File: src/rtl/aes_pkg.sv
// Shared AES datapath package: block geometry and packer state encoding.
// Latency: n/a (types and constants only).
// Backpressure: n/a.
package aes_pkg;

    localparam int AES_BYTE_W      = 8;
    localparam int AES_BLOCK_BYTES = 16;
    localparam int AES_BLOCK_W     = AES_BLOCK_BYTES * AES_BYTE_W;
    // Byte counts run 0..16 inclusive, hence one bit more than log2(16).
    localparam int AES_NB_W        = 5;

    typedef enum logic {
        FILL = 1'b0,
        HOLD = 1'b1
    } pack_state_t;

endpackage

File: src/rtl/aes_block_packer_if.sv
// FIFO read port plus AES block handshake seen by the block packer.
// Latency: n/a (wires only).
// Backpressure: blk_valid/blk_ready on the block side; fifo_empty gates reads.
//
// Ports (master = packer side):
//   fifo_dout/fifo_empty in, fifo_rd_en out   - FIFO read port, 1-cycle read data
//   flush in                                  - close the current partial block
//   blk_valid/blk_data/blk_nbytes out, blk_ready in - block handshake
interface aes_block_packer_if;
    import aes_pkg::*;

    logic [AES_BYTE_W-1:0]  fifo_dout;
    logic                   fifo_empty;
    logic                   fifo_rd_en;
    logic                   flush;
    logic                   blk_ready;
    logic                   blk_valid;
    logic [AES_BLOCK_W-1:0] blk_data;
    logic [AES_NB_W-1:0]    blk_nbytes;

    modport master (
        input  fifo_dout,
        input  fifo_empty,
        input  flush,
        input  blk_ready,
        output fifo_rd_en,
        output blk_valid,
        output blk_data,
        output blk_nbytes
    );

    modport slave (
        output fifo_dout,
        output fifo_empty,
        output flush,
        output blk_ready,
        input  fifo_rd_en,
        input  blk_valid,
        input  blk_data,
        input  blk_nbytes
    );

endinterface

File: src/rtl/aes_block_packer.sv
// Drains bytes from the input FIFO and packs them MSB-first into 128-bit AES blocks.
// Latency: read strobe N, capture end of N+1; full block valid 17 cycles after first strobe.
// Backpressure: block held stable with reads stopped until blk_ready; empty FIFO stalls issue.
//
// Ports: clk, rst (sync, active high); bus (master modport) carries the FIFO read
// port, the flush request and the block valid/ready handshake.
module aes_block_packer
    import aes_pkg::*;
#(
    parameter int DWIDTH    = AES_BYTE_W,
    parameter int BLK_BYTES = AES_BLOCK_BYTES
) (
    input  logic               clk,
    input  logic               rst,
    aes_block_packer_if.master bus
);

    localparam logic [AES_NB_W-1:0] FULL_CNT = AES_NB_W'(BLK_BYTES);

    pack_state_t            state;
    logic [AES_NB_W-1:0]    iss_cnt;     // reads issued into this block
    logic [AES_NB_W-1:0]    rcv_cnt;     // bytes landed in this block
    logic                   rd_pend;     // a read was issued last cycle; data on fifo_dout now
    logic                   flush_pend;  // flush accepted, waiting for outstanding reads
    logic                   blk_valid;
    logic [AES_BLOCK_W-1:0] blk_data;
    logic [AES_NB_W-1:0]    blk_nbytes;

    logic                   rd_en;
    logic [AES_NB_W-1:0]    rcv_nxt;
    logic                   fill_done;
    logic [6:0]             cap_lsb;

    always_comb begin
        // Gated by empty, so every strobe is accepted; never asserted in HOLD,
        // which keeps blk_ready out of the read path.
        rd_en     = (state == FILL) && !bus.fifo_empty && (iss_cnt < FULL_CNT) && !flush_pend;
        rcv_nxt   = rcv_cnt + AES_NB_W'(rd_pend);
        // Close on the 16th landing byte, or on a pending flush once every issued
        // read has landed. rcv_cnt>0 keeps empty blocks from ever being emitted.
        fill_done = (rcv_nxt == FULL_CNT) ||
                    (flush_pend && !rd_pend && (rcv_cnt != '0));
        // First byte goes to the top of the block.
        cap_lsb   = 7'((BLK_BYTES - 1 - int'(rcv_cnt)) * DWIDTH);
    end

    always_ff @(posedge clk) begin
        if (rst) begin
            state      <= FILL;
            iss_cnt    <= '0;
            rcv_cnt    <= '0;
            rd_pend    <= 1'b0;
            flush_pend <= 1'b0;
            blk_valid  <= 1'b0;
            blk_data   <= '0;
            blk_nbytes <= '0;
        end else begin
            case (state)
                FILL: begin
                    rd_pend <= rd_en;
                    if (rd_en) begin
                        iss_cnt <= iss_cnt + 1'b1;
                    end
                    if (rd_pend) begin
                        blk_data[cap_lsb +: DWIDTH] <= bus.fifo_dout;
                        rcv_cnt                     <= rcv_nxt;
                    end
                    // A flush before any read was issued has nothing to close.
                    if (bus.flush && (iss_cnt != '0)) begin
                        flush_pend <= 1'b1;
                    end
                    // Placed last so entering HOLD clears flush_pend even if a
                    // new flush arrives in the same cycle.
                    if (fill_done) begin
                        state      <= HOLD;
                        blk_valid  <= 1'b1;
                        blk_nbytes <= rcv_nxt;
                        flush_pend <= 1'b0;
                    end
                end
                HOLD: begin
                    rd_pend <= 1'b0;
                    if (blk_valid && bus.blk_ready) begin
                        state      <= FILL;
                        blk_valid  <= 1'b0;
                        blk_data   <= '0;
                        blk_nbytes <= '0;
                        iss_cnt    <= '0;
                        rcv_cnt    <= '0;
                    end
                end
                default: state <= FILL;
            endcase
        end
    end

    assign bus.fifo_rd_en = rd_en;
    assign bus.blk_valid  = blk_valid;
    assign bus.blk_data   = blk_data;
    assign bus.blk_nbytes = blk_nbytes;

endmodule
File: src/flat_wrapper.sv
// flat-port wrapper written by rule: the top's interface ports become plain ports
module aes_block_packer_flat import aes_pkg::*;
#(
    parameter int DWIDTH    = AES_BYTE_W,
    parameter int BLK_BYTES = AES_BLOCK_BYTES
)
  (clk, rst, bus_fifo_dout, bus_fifo_empty, bus_flush, bus_blk_ready, bus_fifo_rd_en, bus_blk_valid, bus_blk_data, bus_blk_nbytes);
  aes_block_packer_if bus_i ();
  input  logic clk;
  input  logic rst;
  input wire logic [$bits(bus_i.fifo_dout)-1:0] bus_fifo_dout;
  input wire logic [$bits(bus_i.fifo_empty)-1:0] bus_fifo_empty;
  input wire logic [$bits(bus_i.flush)-1:0] bus_flush;
  input wire logic [$bits(bus_i.blk_ready)-1:0] bus_blk_ready;
  output wire logic [$bits(bus_i.fifo_rd_en)-1:0] bus_fifo_rd_en;
  output wire logic [$bits(bus_i.blk_valid)-1:0] bus_blk_valid;
  output wire logic [$bits(bus_i.blk_data)-1:0] bus_blk_data;
  output wire logic [$bits(bus_i.blk_nbytes)-1:0] bus_blk_nbytes;
  assign bus_i.fifo_dout = bus_fifo_dout;
  assign bus_i.fifo_empty = bus_fifo_empty;
  assign bus_i.flush = bus_flush;
  assign bus_i.blk_ready = bus_blk_ready;
  assign bus_fifo_rd_en = bus_i.fifo_rd_en;
  assign bus_blk_valid = bus_i.blk_valid;
  assign bus_blk_data = bus_i.blk_data;
  assign bus_blk_nbytes = bus_i.blk_nbytes;
  aes_block_packer #(.DWIDTH(DWIDTH), .BLK_BYTES(BLK_BYTES)) u_core (.clk(clk), .rst(rst), .bus(bus_i));
endmodule
File: config.mk
export PLATFORM = sky130hd
export DESIGN_NAME = aes_block_packer_flat
export DESIGN_NICKNAME = d
export VERILOG_FILES = /design/src/rtl/aes_pkg.sv /design/src/rtl/aes_block_packer_if.sv /design/src/rtl/aes_block_packer.sv /design/src/flat_wrapper.sv
export SDC_FILE = /design/constraint.sdc
export NUM_CORES = 1
export LEC_CHECK = 0
export CAP_MARGIN = 20
export CORE_ASPECT_RATIO = 1.2
export CORE_MARGIN = 2
export CORE_UTILIZATION = 49
export CTS_CLUSTER_DIAMETER = 200
export DETAILED_ROUTE_END_ITERATION = 7
export GPL_TIMING_DRIVEN = 0
export PLACE_DENSITY = 0.88
export RECOVER_POWER = 50
export SLEW_MARGIN = 20
export SYNTH_ARGS = -nofsm -noshare
export SYNTH_HDL_FRONTEND = slang
export SYNTH_SLANG_ARGS = --single-unit
File: constraint.sdc
create_clock -name clk -period 2.7 [get_ports clk]
set_input_delay 0.405 -clock clk [delete_from_list [all_inputs] [get_ports clk]]
set_output_delay 0.405 -clock clk [all_outputs]
set_load 0.03 [all_outputs]
* After elaboration in Yosys (flattened, before gate mapping)
Cells that the tools add are included.
** Word-level totals
- Register bits :: 147
- Bits in latches :: 0
- Memory bits (writable) :: 0
- Memory bits (read-only) :: 0
- Bits of input ports :: 13
- Output and inout bits :: 135
- Logic and storage cells :: 59
- Memories :: 0
** Cells by class
- Add/subtract/negate cells :: 4
- Multipliers :: 0
- Divide/modulo/power cells :: 0
- $lt $le $gt $ge :: 1
- Equality and inequality tests :: 5
- Shift-type cells :: 2
- Multiplexer cells :: 20
- Bitwise gates (word level) :: 1
- Reductions and logical operators :: 18
** Operators with widths (count)
- $mux W128 :: 2
- $pmux W128 S2 :: 1
- $bwmux W128 :: 1
- $shift A8 B9 Y128 const A :: 1
- $shiftx A8 B9 Y128 :: 1
- $pmux W5 S2 :: 3
- $mux W5 :: 4
- $reduce_bool A5 Y1 :: 2
- $neg A7 Y9 :: 1
- $reduce_and A2 Y1 :: 4
- $logic_and A1 B1 Y1 :: 7
- $mux W1 :: 6
- $pmux W1 S2 :: 3
- $add A5 B1 Y5 :: 1
- $add A5 B1 Y5 const B :: 1
- $eq A5 B5 Y1 const B :: 1
- $lt A5 B5 Y1 const B :: 1
- $ne A2 B1 Y1 const B :: 2
- $ne A2 B2 Y1 const B :: 2
- $sub A4 B4 Y4 const A :: 1
- $logic_not A1 Y1 :: 3
- $reduce_bool A2 Y1 :: 1
- $logic_or A1 B1 Y1 :: 1
- $not A1 Y1 :: 1

* Logic depth before layout (Yosys ltp)
- Word-level depth :: 6
- Gate-level depth with buffers :: 8
- Gate-level depth less buffers :: 6

* Worst setup path before layout
No wires, ideal clock.
- Kind :: reg2reg
- From :: register u_core.rcv_cnt[0]
- To :: register u_core.blk_data[4] (netlist: u_core.bus.blk_data[4])
- Library setup time :: 74 ps
- Arrival :: 1947 ps
- Data required time :: 2626 ps
- Path slack :: 678 ps
- Cell stages (with the launch flop) :: 9
- Path buffers :: 2
- Clock period less this slack :: 2022 ps
- Path through :: dfxtp_1 > buf_6 > inv_1 > ha_1 > nand2b_1 > a2111oi_4 > buf_6 > nand3_1 > o21ai_0
** Between the ends
- Cells in the longest elaborated chain, start to end :: 6
- Elaborated cells between the ends (all ways) :: 7
- Classes of those cells :: add/sub: 2; shift: 2; mux: 3
** Ends and longest elaborated chain
- from (decl) :: RTL line aes_block_packer.sv:22 : logic [AES_NB_W-1:0] rcv_cnt;
- from (signal assigned) :: RTL line aes_block_packer.sv:66 : rcv_cnt <= rcv_nxt;
- $sub A4 B4 Y4 (*) :: RTL line aes_block_packer.sv:44 : cap_lsb = 7'((BLK_BYTES - 1 - int'(rcv_cnt)) * DWIDTH);
- $neg A7 Y9 (*) :: RTL line aes_block_packer.sv:65 : blk_data[cap_lsb +: DWIDTH] <= bus.fifo_dout;
- $shiftx A8 B9 Y128 or $shift A8 B9 Y128 (tied branches) :: RTL line aes_block_packer.sv:65
- $bwmux W128 (*) :: RTL line aes_block_packer.sv:65
- $mux W128 (*) :: RTL line aes_block_packer.sv:64 : if (rd_pend) begin
- $pmux W128 S2 (*) :: RTL line aes_block_packer.sv:58 : case (state)
- to (signal, indexed assignment) :: RTL line aes_block_packer.sv:65
- to (decl) :: RTL line aes_block_packer.sv:26 : logic [AES_BLOCK_W-1:0] blk_data;
Every way passes the cells marked *; elsewhere a longest branch is shown, timed or not. The select of a mux whose other input is x is not followed.
A chain may end at the register's enable or synchronous reset.

* Worst setup path in the final report
- From :: register u_core.state
- To :: output bus_fifo_rd_en
** Between the ends
- Cells in the longest elaborated chain, start to end :: 4
** Ends and longest elaborated chain
- from (decl) :: RTL line aes_block_packer.sv:20 : pack_state_t state;
- from (signal assigned) :: RTL line aes_block_packer.sv:49 : state <= FILL;
- from (signal assigned) :: RTL line aes_block_packer.sv:75 : state <= HOLD;
- from (signal assigned) :: RTL line aes_block_packer.sv:84 : state <= FILL;
- $not A1 Y1 (no line)
- $logic_and A1 B1 Y1 (3 in a row) :: RTL line aes_block_packer.sv:37 : rd_en = (state == FILL) && !bus.fifo_empty && (iss_cnt < FULL_CNT) && !flush_pend;
- to (decl) :: RTL line flat_wrapper.sv:15 : output wire logic [$bits(bus_i.fifo_rd_en)-1:0] bus_fifo_rd_en;
Every way passes these cells.

==> results.py <==
metrics = {
    "timing": {
        "period_utilisation_layout": 0.9331,
        "timing.final.crit_period_ns": 2.519,
        "worst_path_setup_slack_after_routing_ns": 0.1807,
        "rsz_0062_raised_after_global_routing": "no",
        "total_negative_setup_slack_ns": 0,
        "report.final.hold_viol_count": 0,
        "worst_slew_margin_rel": 0.5272,
        "setup_viol": 0,
        "achievable-frequency_mhz": 396.9,
        "worst_clock_skew_ns": 0.007058,
        "holdWs_ns": 0.4562,
        "max_slew.worst_pin.slew_ns": 0.7092,
        "timing_max_transition_violations_final": 0,
    },
    "final_layout": {
        "area_growth_syn_to_layout_pct": 39.09,
        "final_nets": 743,
        "drive_above_1_share": 0.1075,
        "multi_input_area_mm2": 0.002658,
        "most-common-layout-cells": "dfxtp_1, dlygate4sd3_1, nand2_1, a22o_1, mux2i_1",
        "final_design_area_no_fill_mm2": 0.008054,
        "antenna_cells": 0,
        "layout.filler_cells": 850,
        "mostFrequentLayoutCell": "dfxtp_1",
        "final-seq-area_mm2": 0.002943,
    },
    "synthesis": {
        "largest_family_of_logic_cells_by_synthesized_area": "compound AO/OA/AOI/OAI gates",
        "synth.mux.area_fraction": 0.06417,
        "synth.lib_cells_used.distinct": 68,
        "synth_xor_xnor_area_share": 0.004538,
        "synth_async_sr_flop_share": 0,
        "synth_fa_ha_area_frac": 0.01513,
        "seq_area_frac_synth": 0.5082,
        "main_synth_ff_type": "dfxtp_1",
        "synth_top_cells_by_area": "dfxtp_1, mux2i_1, a22o_1",
        "yosys.area.top_type_share": 0.5082,
        "share_of_the_synthesized_area_in_compound_gates_ao_oa_aoi_oai": 0.2042,
        "synth.net_count": 577,
        "flop_and_latch_count_out_of_synthesis": 147,
        "syn_area_per_cell_um2": 10.40,
        "synth-edff-count": 0,
        "netlist_area_mm2": 0.005791,
        "synthCells": 557,
        "synth_simple_gate_area_share": 0.1694,
        "synth_top_cell_by_area": "dfxtp_1",
        "ys_warn_count": 0,
    },
    "setup_path": {
        "setup.worst_path.start_class": "flop",
        "critical_path_depth": 3,
        "critPathTopFamily": "buffers and inverters",
        "critical_path.startpoint": "u_core.state$_SDFF_PP0_",
        "timing.critical_path.slowest_cell_delay_ns": 0.77,
        "crit_chain": "buf_6, nor4_4, clkdlybuf4s50_1",
        "cp-end-kind": "output port",
        "critical_path_arrival_ns": 2.11,
        "r2r_cells": 7,
        "timing.rr.start": "u_core.rcv_cnt[0]$_SDFFE_PP0P_",
        "cp_slowest_cell": "clkdlybuf4s50_1",
        "timing_worst_setup_path_type": "flop to output port",
        "worstPathMaxFanout": 10,
        "critical_path.n_buffers_inverters": 2,
        "required_ns": 2.30,
    },
    "power_and_ir_drop": {
        "final_total_power_mw": 4.756,
        "power.density_cell_area_mw_per_mm2": 590.5,
        "vdd.ir_drop.worst_mv": 0.4295,
        "cellLeakagePower_nw": 3.293,
    },
    "cts": {
        "ctsLongestPathBuffers": 2,
        "post-cts-setup-buffer-count": 0,
        "clk_root_buffer_cell": "clkbuf_16",
        "tritoncts_buffer_count": 17,
        "cts.htree.levels": 4,
        "tritoncts": "yes",
        "clkTransAtPathRegs_ns": 0.06,
        "clock_latency_of_the_later_clocked_register_in_the_worst_skew_pair_ns": 0.42,
        "tritoncts_num_sinks": 147,
    },
    "floorplan": {
        "core-area_mm2": 0.01157,
        "die_y_um": 123.1,
        "die_x_um": 103.2,
        "die_area_mm2": 0.01271,
        "rows": 43,
        "boundaryPins": 148,
        "initial_core_util": 0.5006,
    },
    "route": {
        "num_vias": 5136,
        "drtPass1Iterations": 6,
        "detail-route-antenna-nets": 0,
        "iter_0_drt_violations": 364,
        "avgRoutedWirePerCell_um": 19.23,
        "route.detailed.vias_per_inst": 5.758,
        "post-route-drc-count": 0,
        "detail_route.wirelength_um": 17160,
    },
    "outcome": {
        "outcome": "finished, final reports clean",
    },
    "place": {
        "port_buffers": 147,
        "gp_congestion": 0.8885,
        "place.detailed.hpwl_um": 12540,
        "detailed_place.area_mm2": 0.007458,
        "detailedPlace.worstSlack_ns": 0.1080,
    },
    "grt": {
        "global_route.usage.met3": 0.1051,
        "grt.busiest_layer": "met2",
        "grt_start_max_net_pins": 17,
        "antenna_found_initial": 0,
        "met1_usage_in_global_routing": 0.3066,
        "met2_usage": 0.4558,
        "gr-total-overflow": 0,
        "grt_pass1_wl_um": 26420,
        "vias_in_the_first_global_route": 5169,
        "grt_usage": 0.2737,
    },
    "job": {
        "max_cap_violation_count": 0,
    },
    "min_path": {
        "worstHoldPathCells": 2,
        "hold_path.startpoint": "u_core.bus.blk_data[21]$_SDFFE_PP0P_",
        "hold_path_class": "flop to flop",
    },
}
## worst min-delay path, delay by kind of cell, from the launching register on
kind	cells	cell delay (ns)
DFF	1	0.31
muxes	1	0.05
and+or+nand+nor	1	0.05
## cell families (layout without fill, tap and decap cells)
logic type,count (synthesis),after routing
AO/OA/AOI/OAI,149,149
XOR/XNOR,3,3
adder cells (fa/ha/maj),7,7
buffers and inverters,35,213
flip-flops,147,147
multiplexers,37,37
AND/OR/NAND/NOR,179,179
## flip-flops by register name, indices dropped and copies added, names as in the netlist
register               cells
u_core.rcv_cnt             5
u_core.bus.blk_valid       1
u_core.bus.blk_data      128
u_core.iss_cnt             5
u_core.flush_pend          1
u_core.state               1
u_core.bus.blk_nbytes      5
u_core.rd_pend             1
## final cells by class
| class | count | area share |
|---|---|---|
| clock inverters | 12 | 0.01662 |
| well taps | 157 | 0.02439 |
| repair buffers | 147 | 0.1827 |
| inverters | 5 | 0.002330 |
| clock buffers | 19 | 0.05624 |
| flip-flops and latches | 147 | 0.3654 |
| plain buffers | 30 | 0.02237 |
| multi-input cells | 375 | 0.3300 |
## metal layers
layer,wire [µm],vias to the layer above
li1,-,2390
met4,557,0
met5,0,-
met3,1577,51
met1,6751,2461
met2,8268,234
## repair_timing
| item | in CTS | in global routing |
|---|---|---|
| setup endpoints to repair | 1 | 0 |
| hold buffers | 0 | 0 |
| resized for setup | 1 | 0 |
## where the power goes
| group | internal, mW | leakage [nW] | switching, mW | total [mW] |
|---|---|---|---|---|
| Clock | 1.40 | 0.273 | 0.906 | 2.31 |
| Combinational | 0.0808 | 1.83 | 0.170 | 0.251 |
| Sequential | 2.18 | 1.18 | 0.0125 | 2.20 |
| Total | 3.67 | 3.29 | 1.09 | 4.76 |
## path summary, 6_finish.rpt
path	end	slack, ns
hold / removal	u_core.bus.blk_data[21]$_SDFFE_PP0P_	0.46
hold reg to reg	u_core.bus.blk_data[21]$_SDFFE_PP0P_	0.46
setup reg to reg	u_core.bus.blk_data[67]$_SDFFE_PP0P_	0.27
setup / recovery	bus_fifo_rd_en	0.18
## synthesized netlist by cell type (all sizes together), types with 5 or more instances
master   number
dfxtp       147
nand2        79
a22o         40
mux2i        36
buf          21
nand3        21
nand2b       20
a21oi        19
o21ai        18
o22ai        17
nor2         16
a32o         15
nor2b        14
clkbuf        9
o2bb2ai       8
ha            7
inv           5
nor3          5
o2111ai       5
## per-stage QoR
stage          cells    util
2_1_floorplan    557       -
3_3_place_gp     861  0.6448
3_5_place_dp     861  0.6448
4_1_cts          892  0.6963
5_1_grt          892  0.6963
6_report         892  0.6963
Power figures use the tool's default switching activity.
